--- src/rtl/prog_loader_pkg.sv ---
// Shared definitions for the program loader: FSM states, default geometry
// and the bytes-per-word derivation.
package prog_loader_pkg;

    localparam int PSIZE_DEF = 4;
    localparam int CSIZE_DEF = 11;

    typedef enum logic [1:0] {
        S_IDLE  = 2'd0,
        S_RECV  = 2'd1,
        S_CHECK = 2'd2,
        S_DONE  = 2'd3
    } state_t;

    function automatic int bpw_f(input int csize);
        return (csize + 7) / 8;
    endfunction

endpackage

--- src/rtl/prog_ram.sv ---
// Program store: one synchronous write port, one asynchronous read port,
// no reset so contents survive a loader reset.
module prog_ram #(
    parameter int Psize = 4,
    parameter int Csize = 11
) (
    input  logic             clock,
    input  logic             i_we,
    input  logic [Psize-1:0] i_waddr,
    input  logic [Csize-1:0] i_wdata,
    input  logic [Psize-1:0] i_raddr,
    output logic [Csize-1:0] o_rdata
);

    logic [Csize-1:0] r_mem [2**Psize];

    always_ff @(posedge clock) begin
        if (i_we) r_mem[i_waddr] <= i_wdata;
    end

    assign o_rdata = r_mem[i_raddr];

endmodule

--- src/rtl/prog_loader.sv ---
// Byte-stream program loader: assembles little-endian words into prog_ram,
// then compares a trailing modulo-256 checksum byte.
module prog_loader
    import prog_loader_pkg::*;
#(
    parameter int Psize = PSIZE_DEF,
    parameter int Csize = CSIZE_DEF
) (
    input  logic             clock,
    input  logic             reset,
    input  logic             start,
    input  logic [7:0]       in_data,
    input  logic             in_valid,
    output logic             in_ready,
    input  logic [Psize-1:0] addr,
    output logic [Csize-1:0] controlWord,
    output logic             busy,
    output logic             done,
    output logic             err
);

    localparam int BPW = bpw_f(Csize);
    localparam int BIW = (BPW > 1) ? $clog2(BPW) : 1;
    localparam int AW  = BPW * 8;
    localparam logic [BIW-1:0]   LAST_BYTE = BIW'(BPW - 1);
    localparam logic [Psize-1:0] LAST_ADDR = {Psize{1'b1}};

    state_t           r_state, w_next;
    logic [Psize-1:0] r_waddr;
    logic [BIW-1:0]   r_bidx;
    logic [7:0]       r_sum;
    logic             r_err;
    logic [AW-1:0]    r_asm, w_asm;
    logic             w_xfer, w_last_byte, w_we;

    // Transfer qualifier derived from state, not from in_ready, to keep the
    // next-state logic free of a combinational loop.
    assign w_xfer      = in_valid && (r_state == S_RECV || r_state == S_CHECK);
    assign w_last_byte = (r_bidx == LAST_BYTE);
    assign w_we        = (r_state == S_RECV) && w_xfer && w_last_byte;
    assign err         = r_err;

    always_comb begin
        w_asm = r_asm;
        w_asm[{r_bidx, 3'b000} +: 8] = in_data;
    end

    always_comb begin
        w_next   = r_state;
        in_ready = 1'b0;
        busy     = 1'b0;
        done     = 1'b0;
        case (r_state)
            S_IDLE: begin
                if (start) w_next = S_RECV;
            end
            S_RECV: begin
                in_ready = 1'b1;
                busy     = 1'b1;
                if (w_we && r_waddr == LAST_ADDR) w_next = S_CHECK;
            end
            S_CHECK: begin
                in_ready = 1'b1;
                busy     = 1'b1;
                if (w_xfer) w_next = S_DONE;
            end
            S_DONE: begin
                busy   = 1'b1;
                done   = 1'b1;
                w_next = S_IDLE;
            end
            default: w_next = S_IDLE;
        endcase
    end

    always_ff @(posedge clock or posedge reset) begin
        if (reset) begin
            r_state <= S_IDLE;
            r_waddr <= '0;
            r_bidx  <= '0;
            r_sum   <= '0;
            r_err   <= 1'b0;
            r_asm   <= '0;
        end else begin
            r_state <= w_next;
            case (r_state)
                S_IDLE: begin
                    if (start) begin
                        r_waddr <= '0;
                        r_bidx  <= '0;
                        r_sum   <= '0;
                        r_err   <= 1'b0;
                        r_asm   <= '0;
                    end
                end
                S_RECV: begin
                    if (w_xfer) begin
                        r_sum <= r_sum + in_data;
                        r_asm <= w_asm;
                        if (w_last_byte) begin
                            r_bidx <= '0;
                            if (r_waddr != LAST_ADDR) r_waddr <= r_waddr + 1'b1;
                        end else begin
                            r_bidx <= r_bidx + 1'b1;
                        end
                    end
                end
                S_CHECK: begin
                    if (w_xfer) r_err <= (in_data != r_sum);
                end
                default: ;
            endcase
        end
    end

    // High bits of the final byte fall off here; the sum above still saw them.
    prog_ram #(
        .Psize(Psize),
        .Csize(Csize)
    ) u_ram (
        .clock   (clock),
        .i_we    (w_we),
        .i_waddr (r_waddr),
        .i_wdata (w_asm[Csize-1:0]),
        .i_raddr (addr),
        .o_rdata (controlWord)
    );

endmodule

--- config.mk ---
export PLATFORM = sky130hd
export DESIGN_NAME = prog_loader
export DESIGN_NICKNAME = d
export VERILOG_FILES = /design/src/rtl/prog_loader_pkg.sv /design/src/rtl/prog_ram.sv /design/src/rtl/prog_loader.sv
export SDC_FILE = /design/constraint.sdc
export NUM_CORES = 1
export LEC_CHECK = 0
export BUFFER_PORTS_ARGS = -buffer_cell sky130_fd_sc_hd__buf_2
export CORE_ASPECT_RATIO = 1.25
export CORE_MARGIN = 3
export CORE_UTILIZATION = 50
export DETAILED_ROUTE_END_ITERATION = 8
export GPL_TIMING_DRIVEN = 0
export PLACE_DENSITY = 0.67
export SETUP_SLACK_MARGIN = 0.3
export SYNTH_ARGS = -nofsm -noshare
export SYNTH_HDL_FRONTEND = slang
export SYNTH_HIERARCHICAL = 1
export SYNTH_SLANG_ARGS = --single-unit
--- constraint.sdc ---
create_clock -name clock -period 6.7 [get_ports clock]
set_input_delay 1.005 -clock clock [delete_from_list [all_inputs] [get_ports clock]]
set_output_delay 1.005 -clock clock [all_outputs]
set_load 0.1 [all_outputs]
==> flow_summary.toml <==
[sta]
rsz0062_at_grt = "no"
max_freq_ghz = 0.2510
period_needed_ps = 3984
fin_tns_setup_ps = 0
period_share_pct = 59.46
finalClockSkew_ps = 9.409
hold_viol_final = 0
drv_slew = 0
finalSetupViolCount = 0
slew_headroom_pct = 22.43
tightestPinTransition_ps = 1159

[floorplanning]
die_y_um = 151.6
initial_core_util_pct = 51.72
dieArea_um2 = 18570
io_pins = 31
fp.coreArea_um2 = 16400
num_rows = 52
fp.dieW_um = 122.5

[finish]
diodes = 0
drive_gt1_share_pct = 23.15
fillCellCount = 1234
multi_input_area_um2 = 2386
final_cell_area_um2 = 9530
layout.nets = 544
area_growth_pct = 12.39
final_core_util_pct = 58.13
regArea_um2 = 5961

[setup_path]
startpoint_type = "primary input"
max_stage_delay_ps = 480
end_kind = "output pin"
worst_ep_required_time_ps = 5690
cp.arrival_ps = 2980
crit_type = "in -> out"
crit_chain = "clkbuf_2 -> buf_1 -> mux4_1 -> a22oi_1 -> nand2_1 -> buf_2"
worstReg2RegStart = "r_state[1]$_DFFE_PP0P_"
cp-startpoint = "addr[1]"
cp_slowest_cell = "buf_1"
crit_path_max_fanout = 10

[clock_tree]
cts_hold_buffers = 0
tritoncts = "done"
insertion_delay_ps = 470
htreeDepth = 1
cts_resized = 0
cts-root-buf = "clkbuf_16"
clkTransAtPathRegs_ps = 60
cts.sink_count = 203
cts_made_buffers = 19
cts_setup_buffers = 0
cts_max_path_buffers = 3

[drt]
via_per_inst = 5.961
wl_per_cell_um = 23.34
vias = 4429
first_iter_violations = 329
drc = 0
ant_nets = 0
routed_wirelength_um = 17340
first_pass_iters = 5

[logic_synthesis]
netlist_top_cells_count = "edfxtp_1 (176), mux4_2 (28), dfrtp_1 (27), nand2_1 (26), a22oi_1 (23)"
ys_ff_latch = 203
yosysWarnings = 6
synth_top_area_cell = "edfxtp_1"
yosys-top-cells-area = "edfxtp_1 (62%), dfrtp_1 (8.0%), mux4_2 (7.4%)"
synth_edf_count = 176
yosysTopAreaCellShare_pct = 62.33
async_reset_ff_share_pct = 13.30
ys_seq_area_share_pct = 70.30
synth_ff_type = "edfxtp_1"
synthDistinctLibCells = 48
avgSynthCellArea_um2 = 18.39
synthesis.nets = 491
syn_area_um2 = 8479
synthCells = 461
yosysMostFrequentCell = "edfxtp_1"

[power_and_ir_drop]
irDropWorstVdd_mv = 0.4247
power.density_nw_per_um2 = 347.7
p_leak_uw = 0.003363
total_power_uw = 3314

[hold_path]
hold_class = "reg -> reg"
min_from = "r_sum[4]$_DFFE_PP0P_"

[run_status]
outcome = "completed"

[placement]
dpl.hpwl_um = 11350
gp_congestion = 0.7520
port_buffers = 28
place_area_um2 = 8955

[global_route]
antenna_found_initial = 0
grt_pass1_wl_um = 26500
grt_overflow = 0
grt_pass1_vias = 4576
grt_max_degree = 28
grt_usage_pct = 19.31

[run]
maxCapViolCount = 0
## metal layers
| metal | global-route usage, % | part of all wire (%) | vias up | routed length (µm) |
|---|---|---|---|---|
| li1 | - | - | 1997 | - |
| met5 | 0 | 0 | - | 0 |
| met1 | 26.37 | 42 | 2291 | 7346 |
| met3 | 2.896 | 4.6 | 18 | 792 |
| met4 | 5.154 | 1.7 | 0 | 303 |
| met2 | 32.82 | 51 | 123 | 8896 |
## where the power goes
group / switching [µW] / leakage, µW / internal, µW / total, µW
Sequential: 48.1 / 0.00196 / 1520 / 1570
Clock: 432 / 0.000283 / 560 / 991
Combinational: 537 / 0.00112 / 218 / 755
Total: 1020 / 0.00336 / 2300 / 3310
## flip-flops by register name, indices dropped and copies added, names as in the netlist
signal	cells
r_bidx	1
err	1
r_asm	11
r_state	2
u_ram/r_mem	176
r_waddr	4
r_sum	8
## layout by cell type, fill, tap and decap left out, types with 12 or more instances in the layout
master | synthesis | layout
a22o_1 | 15 | 15
a22oi_1 | 23 | 23
buf_2 | 7 | 35
clkbuf_16 | 0 | 19
dfrtp_1 | 27 | 27
edfxtp_1 | 176 | 176
ha_1 | 13 | 13
mux2_2 | 12 | 12
mux4_1 | 16 | 16
mux4_2 | 28 | 28
nand2_1 | 26 | 26
nor2_1 | 15 | 15
o21ai_0 | 12 | 12
## final timing paths
path                       depth (start not counted)  slack (ps)                     endpoint
setup / recovery                                   6        2720               controlWord[5]
min in group asynchronous                          2         800       r_state[0]$_DFFE_PP0P_
max in group asynchronous                          2        5250         r_sum[0]$_DFFE_PP0P_
hold / removal                                     2         490         r_sum[4]$_DFFE_PP0P_
hold reg to reg                                    2         490         r_sum[4]$_DFFE_PP0P_
setup reg to reg                                   6        3450  u_ram/r_mem[1][4]$_DFFE_PP_
## logic make-up after synthesis
logic type / share of synthesized area (%)
muxes: 14.22
and+or+nand+nor: 4.914
xor gates and xnor gates: 0.4132
buffers and inverters: 1.800
DFF: 70.30
adders and majority gates: 2.154
AOI/OAI and AO/OA: 6.198
## metrics by stage
stage          cells  hold slack [ps]  worst slack, ps
3_5_place_dp     709            476.7             2686
2_1_floorplan    461            453.8             3151
4_1_cts          743            489.4             2681
5_1_grt          743            514.6             2680
6_report         743            486.0             2716
3_3_place_gp     705            471.0             2729
## cell type report
type / instances / area share (%)
multi-input cells: 232 / 25.04
repair buffers: 32 / 1.943
plain buffers: 20 / 1.365
clock buffers: 27 / 5.619
inverters: 6 / 0.2363
flip-flops and latches: 203 / 62.54
clock inverters: 7 / 0.4201
well taps: 216 / 2.836
## critical path, delay by kind of cell
kind / cells / cell delay, ps
buf+inv: 3 / 1030
mux: 1 / 410
compound gates: 1 / 380
simple gates: 1 / 140
Note: power is estimated with default switching activity, not from simulation.
